## src/rtl/button_hex_counter_if.sv

```systemverilog
// button_hex_counter_if: raw switch inputs and display/LED outputs of the hex counter
interface button_hex_counter_if;
    logic       i_Switch_1;
    logic       i_Switch_2;
    logic       i_Switch_3;
    logic [3:0] o_High_Num;
    logic [3:0] o_Low_Num;
    logic       o_LED_1;
    logic       o_LED_2;
    logic       o_LED_3;
    logic       o_LED_4;
    modport master (
        output i_Switch_1, i_Switch_2, i_Switch_3,
        input  o_High_Num, o_Low_Num, o_LED_1, o_LED_2, o_LED_3, o_LED_4
    );
    modport slave (
        input  i_Switch_1, i_Switch_2, i_Switch_3,
        output o_High_Num, o_Low_Num, o_LED_1, o_LED_2, o_LED_3, o_LED_4
    );
endinterface

```

## src/rtl/button_hex_counter.sv

```systemverilog
// button_hex_counter: debounced release events drive a wrapping 8-bit up/down/clear counter
module button_hex_counter #(
    parameter int DEBOUNCE_LIMIT = 250000
) (
    input logic                  i_Clk,
    input logic                  i_Rst_L,
    button_hex_counter_if.slave  bus
);
    localparam int W = $clog2(DEBOUNCE_LIMIT);
    localparam logic [W-1:0] LAST = W'(DEBOUNCE_LIMIT - 1);
    logic [2:0]   raw, sync_1, sync_2, stable, prev, rel;
    logic [W-1:0] cnt [3];
    logic [7:0]   count, count_nxt;
    assign raw = {bus.i_Switch_3, bus.i_Switch_2, bus.i_Switch_1};
    always_ff @(posedge i_Clk or negedge i_Rst_L) begin
        if (!i_Rst_L) begin
            sync_1 <= '0;
            sync_2 <= '0;
            stable <= '0;
            prev   <= '0;
            for (int k = 0; k < 3; k++) cnt[k] <= '0;
        end else begin
            sync_1 <= raw;
            sync_2 <= sync_1;
            prev   <= stable;
            // any sample matching the stable value restarts the window
            for (int k = 0; k < 3; k++) begin
                if (sync_2[k] != stable[k] && cnt[k] == LAST) begin
                    stable[k] <= sync_2[k];
                    cnt[k]    <= '0;
                end else if (sync_2[k] != stable[k]) begin
                    cnt[k] <= cnt[k] + W'(1);
                end else begin
                    cnt[k] <= '0;
                end
            end
        end
    end
    assign rel = prev & ~stable;
    always_comb begin
        count_nxt = rel[2]            ? 8'h00 :
                    rel[0] && rel[1]  ? count :
                    rel[0]            ? count + 8'h01 :
                    rel[1]            ? count - 8'h01 : count;
    end
    always_ff @(posedge i_Clk or negedge i_Rst_L) begin
        if (!i_Rst_L) count <= 8'h00;
        else          count <= count_nxt;
    end
    assign bus.o_High_Num = count[7:4];
    assign bus.o_Low_Num  = count[3:0];
    assign bus.o_LED_1    = count[3];
    assign bus.o_LED_2    = count[2];
    assign bus.o_LED_3    = count[1];
    assign bus.o_LED_4    = count[0];
endmodule
```

## src/flat_wrapper.sv

```systemverilog
// flat-port wrapper written by rule: the top's interface ports become plain ports
module button_hex_counter_flat 
#(
    parameter int DEBOUNCE_LIMIT = 250000
)
  (i_Clk, i_Rst_L, bus_i_Switch_1, bus_i_Switch_2, bus_i_Switch_3, bus_o_High_Num, bus_o_Low_Num, bus_o_LED_1, bus_o_LED_2, bus_o_LED_3, bus_o_LED_4);
  button_hex_counter_if bus_i ();
  input logic i_Clk;
  input logic i_Rst_L;
  input wire logic [$bits(bus_i.i_Switch_1)-1:0] bus_i_Switch_1;
  input wire logic [$bits(bus_i.i_Switch_2)-1:0] bus_i_Switch_2;
  input wire logic [$bits(bus_i.i_Switch_3)-1:0] bus_i_Switch_3;
  output wire logic [$bits(bus_i.o_High_Num)-1:0] bus_o_High_Num;
  output wire logic [$bits(bus_i.o_Low_Num)-1:0] bus_o_Low_Num;
  output wire logic [$bits(bus_i.o_LED_1)-1:0] bus_o_LED_1;
  output wire logic [$bits(bus_i.o_LED_2)-1:0] bus_o_LED_2;
  output wire logic [$bits(bus_i.o_LED_3)-1:0] bus_o_LED_3;
  output wire logic [$bits(bus_i.o_LED_4)-1:0] bus_o_LED_4;
  assign bus_i.i_Switch_1 = bus_i_Switch_1;
  assign bus_i.i_Switch_2 = bus_i_Switch_2;
  assign bus_i.i_Switch_3 = bus_i_Switch_3;
  assign bus_o_High_Num = bus_i.o_High_Num;
  assign bus_o_Low_Num = bus_i.o_Low_Num;
  assign bus_o_LED_1 = bus_i.o_LED_1;
  assign bus_o_LED_2 = bus_i.o_LED_2;
  assign bus_o_LED_3 = bus_i.o_LED_3;
  assign bus_o_LED_4 = bus_i.o_LED_4;
  button_hex_counter #(.DEBOUNCE_LIMIT(DEBOUNCE_LIMIT)) u_core (.i_Clk(i_Clk), .i_Rst_L(i_Rst_L), .bus(bus_i));
endmodule
```

## config.mk

```make
export PLATFORM = sky130hd
export DESIGN_NAME = button_hex_counter_flat
export DESIGN_NICKNAME = d
export VERILOG_FILES = /design/src/rtl/button_hex_counter_if.sv /design/src/rtl/button_hex_counter.sv /design/src/flat_wrapper.sv
export SDC_FILE = /design/constraint.sdc
export NUM_CORES = 1
export LEC_CHECK = 0
export ABC_AREA = 1
export CORE_MARGIN = 4
export CORE_UTILIZATION = 39
export CTS_CLUSTER_DIAMETER = 80
export DETAILED_ROUTE_END_ITERATION = 16
export SYNTH_ARGS = -nofsm -noshare
export SYNTH_HDL_FRONTEND = slang
export SYNTH_SLANG_ARGS = --single-unit
```

## constraint.sdc

```tcl
create_clock -name i_Clk -period 2.4 [get_ports i_Clk]
set_input_delay 0.48 -clock i_Clk [delete_from_list [all_inputs] [get_ports i_Clk]]
set_output_delay 0.48 -clock i_Clk [all_outputs]
set_load 0.05 [all_outputs]
```

==> flow_summary.json <==
{
  "status": "finished clean",
  "reg2reg_slack_ns": 0.66,
  "n_antenna_cell": 0,
  "grt.total_usage_pct": 14.50,
  "antenna_left": 0,
  "syn_nets": 515,
  "die_area_um2": 11900,
  "worstMarginPinSlew_ns": 0.4955,
  "setup_viol": 0,
  "worst-path-buf-inv": 1,
  "slowest_delay_ns": 0.83,
  "maxCapViolations": 0,
  "regArea_um2": 1852,
  "antenna_found_initial": 0,
  "startpoint_type": "flop",
  "area_delta_synth_final_pct": 12.99,
  "worst_hold_slack_ns": 0.06441,
  "yosysUniqueCellTypes": 29,
  "syn_area_per_cell_um2": 7.973,
  "htreeDepth": 3,
  "worstPathArrival_ns": 1.60,
  "async_reset_ff_share_pct": 100.0,
  "cts_setup_buffers": 0,
  "leakage_nw": 1.958,
  "critical_path_class": "flop to output pin",
  "drive_gt1_share_pct": 8.902,
  "yosys_warnings": 0,
  "finalHoldViolations": 0,
  "core_area_um2": 9864,
  "relSlewSlack_pct": 66.87,
  "endpoint_kind": "output pin",
  "dp.cells": 646,
  "cts_sinks": 74,
  "slew_viol_final": 0,
  "place.gp.congestion": 0.8511,
  "cp_top_family": "buffers and inverters",
  "synth_flop_cell": "dfrtp_1",
  "syn_inst": 500,
  "yosysSeqAreaShare_pct": 46.45,
  "critPathSlowestCell": "clkdlybuf4s50_1",
  "min_period_ns": 2.077,
  "synth_seq_cells": 74,
  "firstDrtPassIters": 5,
  "grt_max_degree": 45,
  "grt_pass1_vias": 3031,
  "hpwl_um": 5440,
  "rsz0062_at_grt": "false",
  "multi_input_area_um2": 1932,
  "period_share_pct": 86.55,
  "pin_count": 17,
  "setup_tns_ns": 0,
  "insertion_delay_ns": 0.34,
  "cp_cell_sequence": "clkdlybuf4s50_1",
  "nFillCells": 968,
  "io_buffer_count": 16,
  "clockBufferDepth": 2,
  "routedWlPerCell_um": 11.16,
  "powerDensity_nw_per_um2": 521.3,
  "grt_overflow": 0,
  "postRouteWirelength_um": 7374,
  "cts_buffers": 9,
  "path_clk_slew_ns": 0.08,
  "path_max_fanout": 6,
  "netlist_area_um2": 3986,
  "clock-skew-final_ns": 0.01187,
  "dr_total_vias": 3081,
  "synth_edf_count": 0,
  "clock.fmax_mhz": 481.4,
  "clockRootBuffer": "clkbuf_8",
  "fp.dieH_um": 109.1,
  "fin_nets": 539,
  "final_cells": 661,
  "hold_path_class": "primary input to asynchronous set/reset pin",
  "rows": 36,
  "die-width_um": 109.1,
  "cts-resized-gates": 0,
  "cts_tree": "yes",
  "cts_hold_buf": 0,
  "drtIter0Drc": 100,
  "vias_per_cell": 4.661,
  "grt_pass1_wl_um": 13850,
  "peakVddDrop_v": 0.0002581,
  "required_ns": 1.92,
  "drc": 0,
  "start_util_pct": 40.41
}
## layout make-up
class / instances / area share [%]
multi-input combinational: 376 / 42.89
tap: 133 / 3.694
sequential: 74 / 41.11
clock inverter: 2 / 0.7778
inverter: 46 / 3.833
clock buffer: 13 / 3.750
timing repair buffer: 17 / 3.944
## synthesized netlist by cell type, types with 6 or more instances
cell type | instances | area [um2]
nor3_1 | 9 | 45.04
inv_1 | 45 | 168.9
nand3_1 | 27 | 135.1
a21oi_1 | 7 | 35.03
nand3b_1 | 6 | 45.04
ha_1 | 9 | 112.6
dfrtp_1 | 74 | 1852
xor2_1 | 19 | 166.4
nand2_2 | 11 | 68.82
nand2_1 | 119 | 446.7
nor2_2 | 7 | 43.79
nand4_1 | 14 | 87.58
xnor2_1 | 13 | 113.9
nor2_1 | 110 | 412.9
o21ai_0 | 8 | 40.04
## cell families (layout without fill, tap and decap cells)
family                   after synthesis  in the layout  synth area share (%)
adder cells (fa/ha/maj)               10             10                 3.327
AND/OR/NAND/NOR                      316            316                 35.56
flip-flops                            74             74                 46.45
AO/OA/AOI/OAI                         18             18                 2.542
XOR/XNOR                              32             32                 7.031
buffers and inverters                 50             78                 5.085
## final timing paths
kind | end | cells after the start | startpoint
max in group asynchronous | u_core.stable[2] | 2 | i_Rst_L
max reg2reg | u_core.count[6] | 12 | u_core.stable[0]
min | u_core.cnt[48] | 1 | i_Rst_L
min in group i_Clk | u_core.sync_2[0] | 0 | u_core.sync_1[0]
min reg2reg | u_core.sync_2[0] | 0 | u_core.sync_1[0]
max | bus_o_LED_4 | 1 | u_core.count[0]
## per-stage QoR
step / worst slack [ns] / utilization (%) / power [W] / area (um2)
2_1_floorplan: 0.5917 / - / 0.001330 / 3986
3_3_place_gp: 0.6994 / 43.59 / 0.001378 / 4300
3_5_place_dp: 0.6415 / 43.59 / 0.001379 / 4300
4_1_cts: 0.2851 / 45.66 / 0.002396 / 4504
5_1_grt: 0.2186 / 45.66 / 0.002462 / 4504
6_report: 0.3227 / 45.66 / 0.002348 / 4504
## state kept, by name (all words and copies together) (netlist names)
signal	count
u_core.cnt	54
u_core.sync_2	3
u_core.prev	3
u_core.sync_1	3
u_core.count	8
u_core.stable	3
## where the power goes
group / internal [W] / switching, W
Sequential: 0.00126 / 0.0000107
Combinational: 0.0000218 / 0.0000551
Clock: 0.000559 / 0.000438
Total: 0.00184 / 0.000504
## cell usage in the layout (no fill, tap or decap), drive strengths merged, types with 2 or more instances in the layout
| master | instances |
|---|---|
| xor2 | 19 |
| a21oi | 7 |
| nand3 | 30 |
| o21bai | 3 |
| nand4 | 14 |
| nor3b | 3 |
| inv | 46 |
| and2 | 2 |
| nand2 | 130 |
| nor3 | 10 |
| clkbuf | 13 |
| clkdlybuf4s50 | 15 |
| nand3b | 7 |
| buf | 2 |
| xnor2 | 13 |
| o21ai | 8 |
| ha | 9 |
| nor2 | 119 |
| dfrtp | 74 |
## per-layer routing
layer / track usage, % / part of all wire [%] / vias to the layer above
met2: 23.25 / 46 / 33
met4: 4.959 / 1.2 / 0
met5: 0 / 0 / -
met1: 19.19 / 50 / 1422
li1: - / - / 1618
met3: 3.552 / 3.0 / 8
No activity file was read; power rests on OpenSTA's default activity.
